`src/rtl/spi_pkg.sv`:
```
// Shared SPI link definitions: frame layout and FSM state encoding.
// Used by both ends of the register-write link.
package spi_pkg;

  localparam int unsigned SPI_FRAME_W = 16;
  localparam int unsigned RW_BIT      = 15;
  localparam int unsigned ADDR_MSB    = 14;
  localparam int unsigned ADDR_LSB    = 8;
  localparam int unsigned DATA_MSB    = 7;
  localparam int unsigned DATA_LSB    = 0;

  typedef logic [2:0] spi_state_t;

  localparam spi_state_t StIdle  = 3'd0;
  localparam spi_state_t StSetup = 3'd1;
  localparam spi_state_t StHi    = 3'd2;
  localparam spi_state_t StLo    = 3'd3;
  localparam spi_state_t StHold  = 3'd4;
  localparam spi_state_t StGap   = 3'd5;

  function automatic int unsigned spi_max4(input int unsigned a, input int unsigned b,
                                           input int unsigned c, input int unsigned d);
    int unsigned m;
    m = a;
    if (b > m) m = b;
    if (c > m) m = c;
    if (d > m) m = d;
    return m;
  endfunction

endpackage

```
`src/rtl/spi_phase_timer.sv`:
```
// Down-counting phase timer: load N, expire pulses high on the N-th cycle after load.
// A load on the expiring cycle restarts the count, so phases chain back-to-back.
module spi_phase_timer #(
  parameter int unsigned W = 3
) (
  input  logic         clk,
  input  logic         rst,
  input  logic         load,
  input  logic [W-1:0] load_val,
  output logic         expire
);

  logic [W-1:0] cnt_q;
  logic         run_q;

  always_ff @(posedge clk or posedge rst) begin
    if (rst) begin
      cnt_q <= '0;
      run_q <= 1'b0;
    end else if (load) begin
      cnt_q <= load_val - W'(1);
      run_q <= 1'b1;
    end else if (run_q) begin
      if (cnt_q == '0) begin
        run_q <= 1'b0;
      end else begin
        cnt_q <= cnt_q - W'(1);
      end
    end
  end

  assign expire = run_q && (cnt_q == '0);

endmodule

```
`src/rtl/spi_controller.sv`:
```
// SPI mode-0 controller: sends one 16-bit {rw, addr, data} frame MSB first per accepted start
// and captures the last 8 CIPO bits of read frames. All phases are multi-cycle.
module spi_controller
  import spi_pkg::*;
#(
  parameter int unsigned CLK_DIV  = 4,
  parameter int unsigned CS_SETUP = 4,
  parameter int unsigned CS_HOLD  = 4,
  parameter int unsigned GAP      = 4
) (
  input  logic       clk,
  input  logic       rst,
  input  logic       start,
  input  logic       rw,
  input  logic [6:0] addr,
  input  logic [7:0] wdata,
  output logic       busy,
  output logic       done,
  output logic [7:0] rdata,
  output logic       rdata_valid,
  output logic       SCLK,
  output logic       COPI,
  output logic       nCS,
  input  logic       CIPO
);

  localparam int unsigned MAX_P = spi_max4(CLK_DIV, CS_SETUP, CS_HOLD, GAP);
  localparam int unsigned TW    = $clog2(MAX_P + 1);

  localparam logic [TW-1:0] SETUP_LD = TW'(CS_SETUP);
  localparam logic [TW-1:0] DIV_LD   = TW'(CLK_DIV);
  localparam logic [TW-1:0] HOLD_LD  = TW'(CS_HOLD);
  localparam logic [TW-1:0] GAP_LD   = TW'(GAP);

  spi_state_t             state_q, state_d;
  logic [SPI_FRAME_W-1:0] shreg_q;
  logic [SPI_FRAME_W-1:0] frame;
  logic [3:0]             bit_cnt_q;
  logic                   rw_q;
  logic [7:0]             rx_q;
  logic                   hi_entry_q;
  logic                   ncs_q;
  logic                   sclk_q;
  logic                   busy_q;
  logic                   done_q;
  logic [7:0]             rdata_q;
  logic                   rvalid_q;

  logic                   tmr_load;
  logic [TW-1:0]          tmr_val;
  logic                   tmr_expire;

  spi_phase_timer #(
    .W (TW)
  ) u_timer (
    .clk      (clk),
    .rst      (rst),
    .load     (tmr_load),
    .load_val (tmr_val),
    .expire   (tmr_expire)
  );

  always_comb begin
    frame                     = '0;
    frame[RW_BIT]             = rw;
    frame[ADDR_MSB:ADDR_LSB]  = addr;
    frame[DATA_MSB:DATA_LSB]  = wdata;
  end

  // Every state transition reloads the timer with the length of the state being entered.
  always_comb begin
    state_d  = state_q;
    tmr_load = 1'b0;
    tmr_val  = '0;
    case (state_q)
      StIdle: begin
        if (start) begin
          state_d  = StSetup;
          tmr_load = 1'b1;
          tmr_val  = SETUP_LD;
        end
      end
      StSetup: begin
        if (tmr_expire) begin
          state_d  = StHi;
          tmr_load = 1'b1;
          tmr_val  = DIV_LD;
        end
      end
      StHi: begin
        if (tmr_expire) begin
          tmr_load = 1'b1;
          if (bit_cnt_q == 4'd0) begin
            state_d = StHold;
            tmr_val = HOLD_LD;
          end else begin
            state_d = StLo;
            tmr_val = DIV_LD;
          end
        end
      end
      StLo: begin
        if (tmr_expire) begin
          state_d  = StHi;
          tmr_load = 1'b1;
          tmr_val  = DIV_LD;
        end
      end
      StHold: begin
        if (tmr_expire) begin
          state_d  = StGap;
          tmr_load = 1'b1;
          tmr_val  = GAP_LD;
        end
      end
      StGap: begin
        if (tmr_expire) begin
          state_d = StIdle;
        end
      end
      default: state_d = StIdle;
    endcase
  end

  always_ff @(posedge clk or posedge rst) begin
    if (rst) begin
      state_q    <= StIdle;
      shreg_q    <= '0;
      bit_cnt_q  <= 4'd0;
      rw_q       <= 1'b0;
      rx_q       <= 8'h00;
      hi_entry_q <= 1'b0;
      ncs_q      <= 1'b1;
      sclk_q     <= 1'b0;
      busy_q     <= 1'b0;
      done_q     <= 1'b0;
      rdata_q    <= 8'h00;
      rvalid_q   <= 1'b0;
    end else begin
      state_q    <= state_d;
      done_q     <= 1'b0;
      rvalid_q   <= 1'b0;
      hi_entry_q <= (state_d == StHi) && (state_q != StHi);
      // CIPO is taken at the end of the first SCLK-high cycle; the last 8 samples are the reply.
      if (hi_entry_q) begin
        rx_q <= {rx_q[6:0], CIPO};
      end
      case (state_q)
        StIdle: begin
          if (start) begin
            shreg_q   <= frame;
            bit_cnt_q <= 4'd15;
            rw_q      <= rw;
            ncs_q     <= 1'b0;
            busy_q    <= 1'b1;
          end
        end
        StSetup: begin
          if (tmr_expire) sclk_q <= 1'b1;
        end
        StHi: begin
          if (tmr_expire) begin
            sclk_q <= 1'b0;
            if (bit_cnt_q != 4'd0) begin
              shreg_q   <= {shreg_q[SPI_FRAME_W-2:0], 1'b0};
              bit_cnt_q <= bit_cnt_q - 4'd1;
            end
          end
        end
        StLo: begin
          if (tmr_expire) sclk_q <= 1'b1;
        end
        StHold: begin
          if (tmr_expire) begin
            ncs_q  <= 1'b1;
            done_q <= 1'b1;
            if (!rw_q) begin
              rdata_q  <= rx_q;
              rvalid_q <= 1'b1;
            end
          end
        end
        StGap: begin
          if (tmr_expire) busy_q <= 1'b0;
        end
        default: ;
      endcase
    end
  end

  assign busy        = busy_q;
  assign done        = done_q;
  assign rdata       = rdata_q;
  assign rdata_valid = rvalid_q;
  assign SCLK        = sclk_q;
  assign COPI        = shreg_q[SPI_FRAME_W-1];
  assign nCS         = ncs_q;

endmodule

```
`config.mk`:
```
export PLATFORM = sky130hd
export DESIGN_NAME = spi_controller
export DESIGN_NICKNAME = d
export VERILOG_FILES = /design/src/rtl/spi_pkg.sv /design/src/rtl/spi_phase_timer.sv /design/src/rtl/spi_controller.sv
export SDC_FILE = /design/constraint.sdc
export NUM_CORES = 1
export LEC_CHECK = 0
export CAP_MARGIN = 25
export CORE_UTILIZATION = 53
export DETAILED_ROUTE_END_ITERATION = 16
export GPL_TIMING_DRIVEN = 1
export PLACE_DENSITY = 0.78
export SLEW_MARGIN = 10
export SYNTH_ARGS = -nofsm -noshare
export SYNTH_HDL_FRONTEND = slang
export SYNTH_HIERARCHICAL = 1
export SYNTH_SLANG_ARGS = --single-unit
```
`constraint.sdc`:
```
create_clock -name clk -period 3.47 [get_ports clk]
set_input_delay 0.8675 -clock clk [delete_from_list [all_inputs] [get_ports clk]]
set_output_delay 0.8675 -clock clk [all_outputs]
set_load 0.05 [all_outputs]
```
==> results.md <==
* Fraction of registers with async set or reset after synthesis at 100%
* Startpoint Class: flop
* Type of destination of the critical path: flop
* Relative slew slack at between 50% and 60%
* Area delta synth->final at 19.2%
* Maximum VDD drop at 0.000413 V
* Wirelength per Cell at roughly 15 um
* Post-synth EDFFs at 0
* Worst EP arrival at about 3.0 ns
* CTS tree: yes
* Status: finished clean
* Setup Fix Bufs, Post-CTS at 0
* Post-Syn Area at 0.00229 sq mm
* Layout Cells excl Fill at roughly 270
* # Max-Cap Violations at 0
* Grt total ovfl at 0
* Layout cell share with drive strength beyond 1 at approximately 16%
* Final net count at between 200 and 250
* DRT antenna net count at 0
* CP Max Fanout at 9
* Die ar. at between 0.004 and 0.005 sq mm
* Cells after DPL at 260
* Setup Skew at roughly 0.014 ns
* Chip height at slightly below 70 um
* Port Buf Inserts at 33
* Hold-fix buffers, CTS at 0
* Via count at about 1600
* Setup violators final at 0
* Die X at just under 70 um
* Slew @ Worst Pin at ~0.68 ns
* Mapped Cells at approximately 180
* HPWL after DPL at just under 3000 um
* Number of clock sinks at 50
* Min-Delay Path Class: reg -> reg
* GRT Total Usage at 20.7%
* Max Transition Viols Final at 0
* IO Pins at 34
* Via density at roughly 5.9
* Final wirelength at slightly above 4000 um
* DRC violations left at 0
* Crit Path Class: reg -> reg
* RSZ-0062 raised after global routing: no
* Largest net degree at the start of global routing at between 40 and 50
* Worst EP required at 3.70 ns
* Core box area at around 0.0041 sq mm
* Pleak at 1.12 nW
* Post-route minimum period at ~2.7 ns
* Cts bufs inserted at 5
* ANT cells at 0
* H-tree depth at 2
* Power per cell area at 683 mW/mm^2
* Initial antenna violation count at 0
* Max Root-Sink Buffers at 2
* First-pass GRT wire length at 6930 um
* Post-CTS sizing at 0
* Number of global-route vias before repair at between 1500 and 2000
* Fin. Hold Viols at 0
* Drt initial violations at 54
* Fin crit share at 78.4%
* CTS root buf: clkbuf_8
* Setup TNS Final at 0 ns
* Mean Syn Cell Area at roughly 12 sq um
* Synthesis-stage register bit count at 50
* Post-synthesis sequential area ratio at a little over half
* F_max at 367 MHz
* Ys flop type: dfrtp_1
* Clk pin slew, worst setup/hold paths at about 0.09 ns
* Rows at 23
* Placer congestion estimate at 0.721
* Initial DRT Pass Iterations at 4
* Starting Density at 56.3%
* Ys Warns at 6
* Distinct cells, synth at 45
* Worst skew pair latency at ~0.3 ns
sequential cells by signal, summed over array words and instances, names as in the netlist:
register	flops
bit_cnt_q	4
nCS	1
u_timer/run_q	1
rx_q	8
u_timer/cnt_q	3
SCLK	1
state_q	3
rw_q	1
shreg_q	16
rdata	8
busy	1
done	1
rdata_valid	1
hi_entry_q	1
per-stage QoR:
| stage | power [mW] | setup slack (ns) | hold slack [ns] | area (sq um) | util, % |
|---|---|---|---|---|---|
| 2_1_floorplan | 1.40 | 1.01 | 0.464 | 2290 | - |
| 3_3_place_gp | 1.50 | 0.668 | 0.461 | 2650 | 65.2 |
| 3_5_place_dp | 1.56 | 0.486 | 0.481 | 2650 | 65.2 |
| 4_1_cts | 1.87 | 0.755 | 0.500 | 2730 | 67.2 |
| 5_1_grt | 1.98 | 0.523 | 0.519 | 2730 | 67.2 |
| 6_report | 1.86 | 0.749 | 0.492 | 2730 | 67.2 |
report_power, final:
group          leakage, nW  total, mW  switching (mW)  internal (mW)
Combinational        0.477      0.593           0.273          0.320
Clock               0.0395      0.314           0.170          0.143
Sequential           0.605      0.953           0.176          0.777
layout make-up:
class | count | area, sq um
fill | 295 | 1330
sequential | 50 | 1250
multi-input combinational | 115 | 936
timing repair buffer | 38 | 368
clock buffer | 8 | 80.1
tap | 50 | 62.6
inverter | 7 | 26.3
cells by family after synthesis:
family,after synthesis,synth area share [%]
simple gates,32,9.03
buf+inv,20,4.60
compound gates,54,18.8
xor+xnor,1,0.383
fa+ha+maj,2,1.09
other cells,1,0.164
flops,50,54.8
mux,23,11.1
cells in the mapped netlist, types with 3 or more instances:
master,number,area (sq um)
a21oi_1,4,20.0
nand2_1,8,30.0
inv_1,7,26.3
o21a_1,15,113
buf_2,6,30.0
nor3_1,3,15.0
mux2i_1,4,40.0
dfrtp_1,49,1230
o32a_1,15,150
mux2_2,18,203
nor2_1,5,18.8
o21ai_0,7,35.0
clkbuf_1,3,11.3
cells in the final DEF (no fill, tap or decap), types with 2 or more instances in the layout:
master,count
dfrtp_1,49
mux2_2,18
o21ai_0,7
clkdlybuf4s50_1,33
o21a_1,15
buf_4,5
conb_1,3
ha_1,2
clkbuf_8,5
nand2_1,8
clkbuf_1,3
nor2_1,5
nor3_1,3
a21oi_1,4
a21o_1,2
o32a_1,15
o22ai_1,2
inv_1,7
and2_1,2
mux2i_1,4
nor2b_1,2
worst paths after layout:
check                                             start                      endpoint  slack, ns  cells past startpoint
max in group asynchronous                           rst          rdata[7]$_DFFE_PP0P_       2.03                      3
max reg2reg                u_timer/cnt_q[0]$_DFFE_PP0P_  u_timer/cnt_q[2]$_DFFE_PP0P_       0.75                     10
min                              shreg_q[5]$_DFFE_PP0P_        shreg_q[5]$_DFFE_PP0P_       0.49                      1
min reg2reg                      shreg_q[5]$_DFFE_PP0P_        shreg_q[5]$_DFFE_PP0P_       0.49                      1
max                        u_timer/cnt_q[0]$_DFFE_PP0P_  u_timer/cnt_q[2]$_DFFE_PP0P_       0.75                     10
min in group asynchronous                           rst  u_timer/cnt_q[2]$_DFFE_PP0P_       0.77                      2
critical path, stage by stage, from the launching register on:
cell and delay, ns:
dfrtp_1 0.43, nor3_1 0.23, and2_1 0.33, nor2b_1 0.25
nor2_1 0.07, a21oi_1 0.28, mux2i_1 0.27, ha_1 0.22
nand2_1 0.08, or3_1 0.33, a22oi_2 0.16
layer usage:
layer | routed length [um] | part of all wire (%) | track usage, % | up-vias
met2 | 2080 | 50 | 36.0 | 37
met4 | 80 | 1.9 | 7.71 | 0
met5 | 0 | 0 | 0 | -
li1 | - | - | - | 744
met1 | 1840 | 44 | 24.3 | 788
met3 | 142 | 3.4 | 5.24 | 14
(Power assumes the default switching activity.)
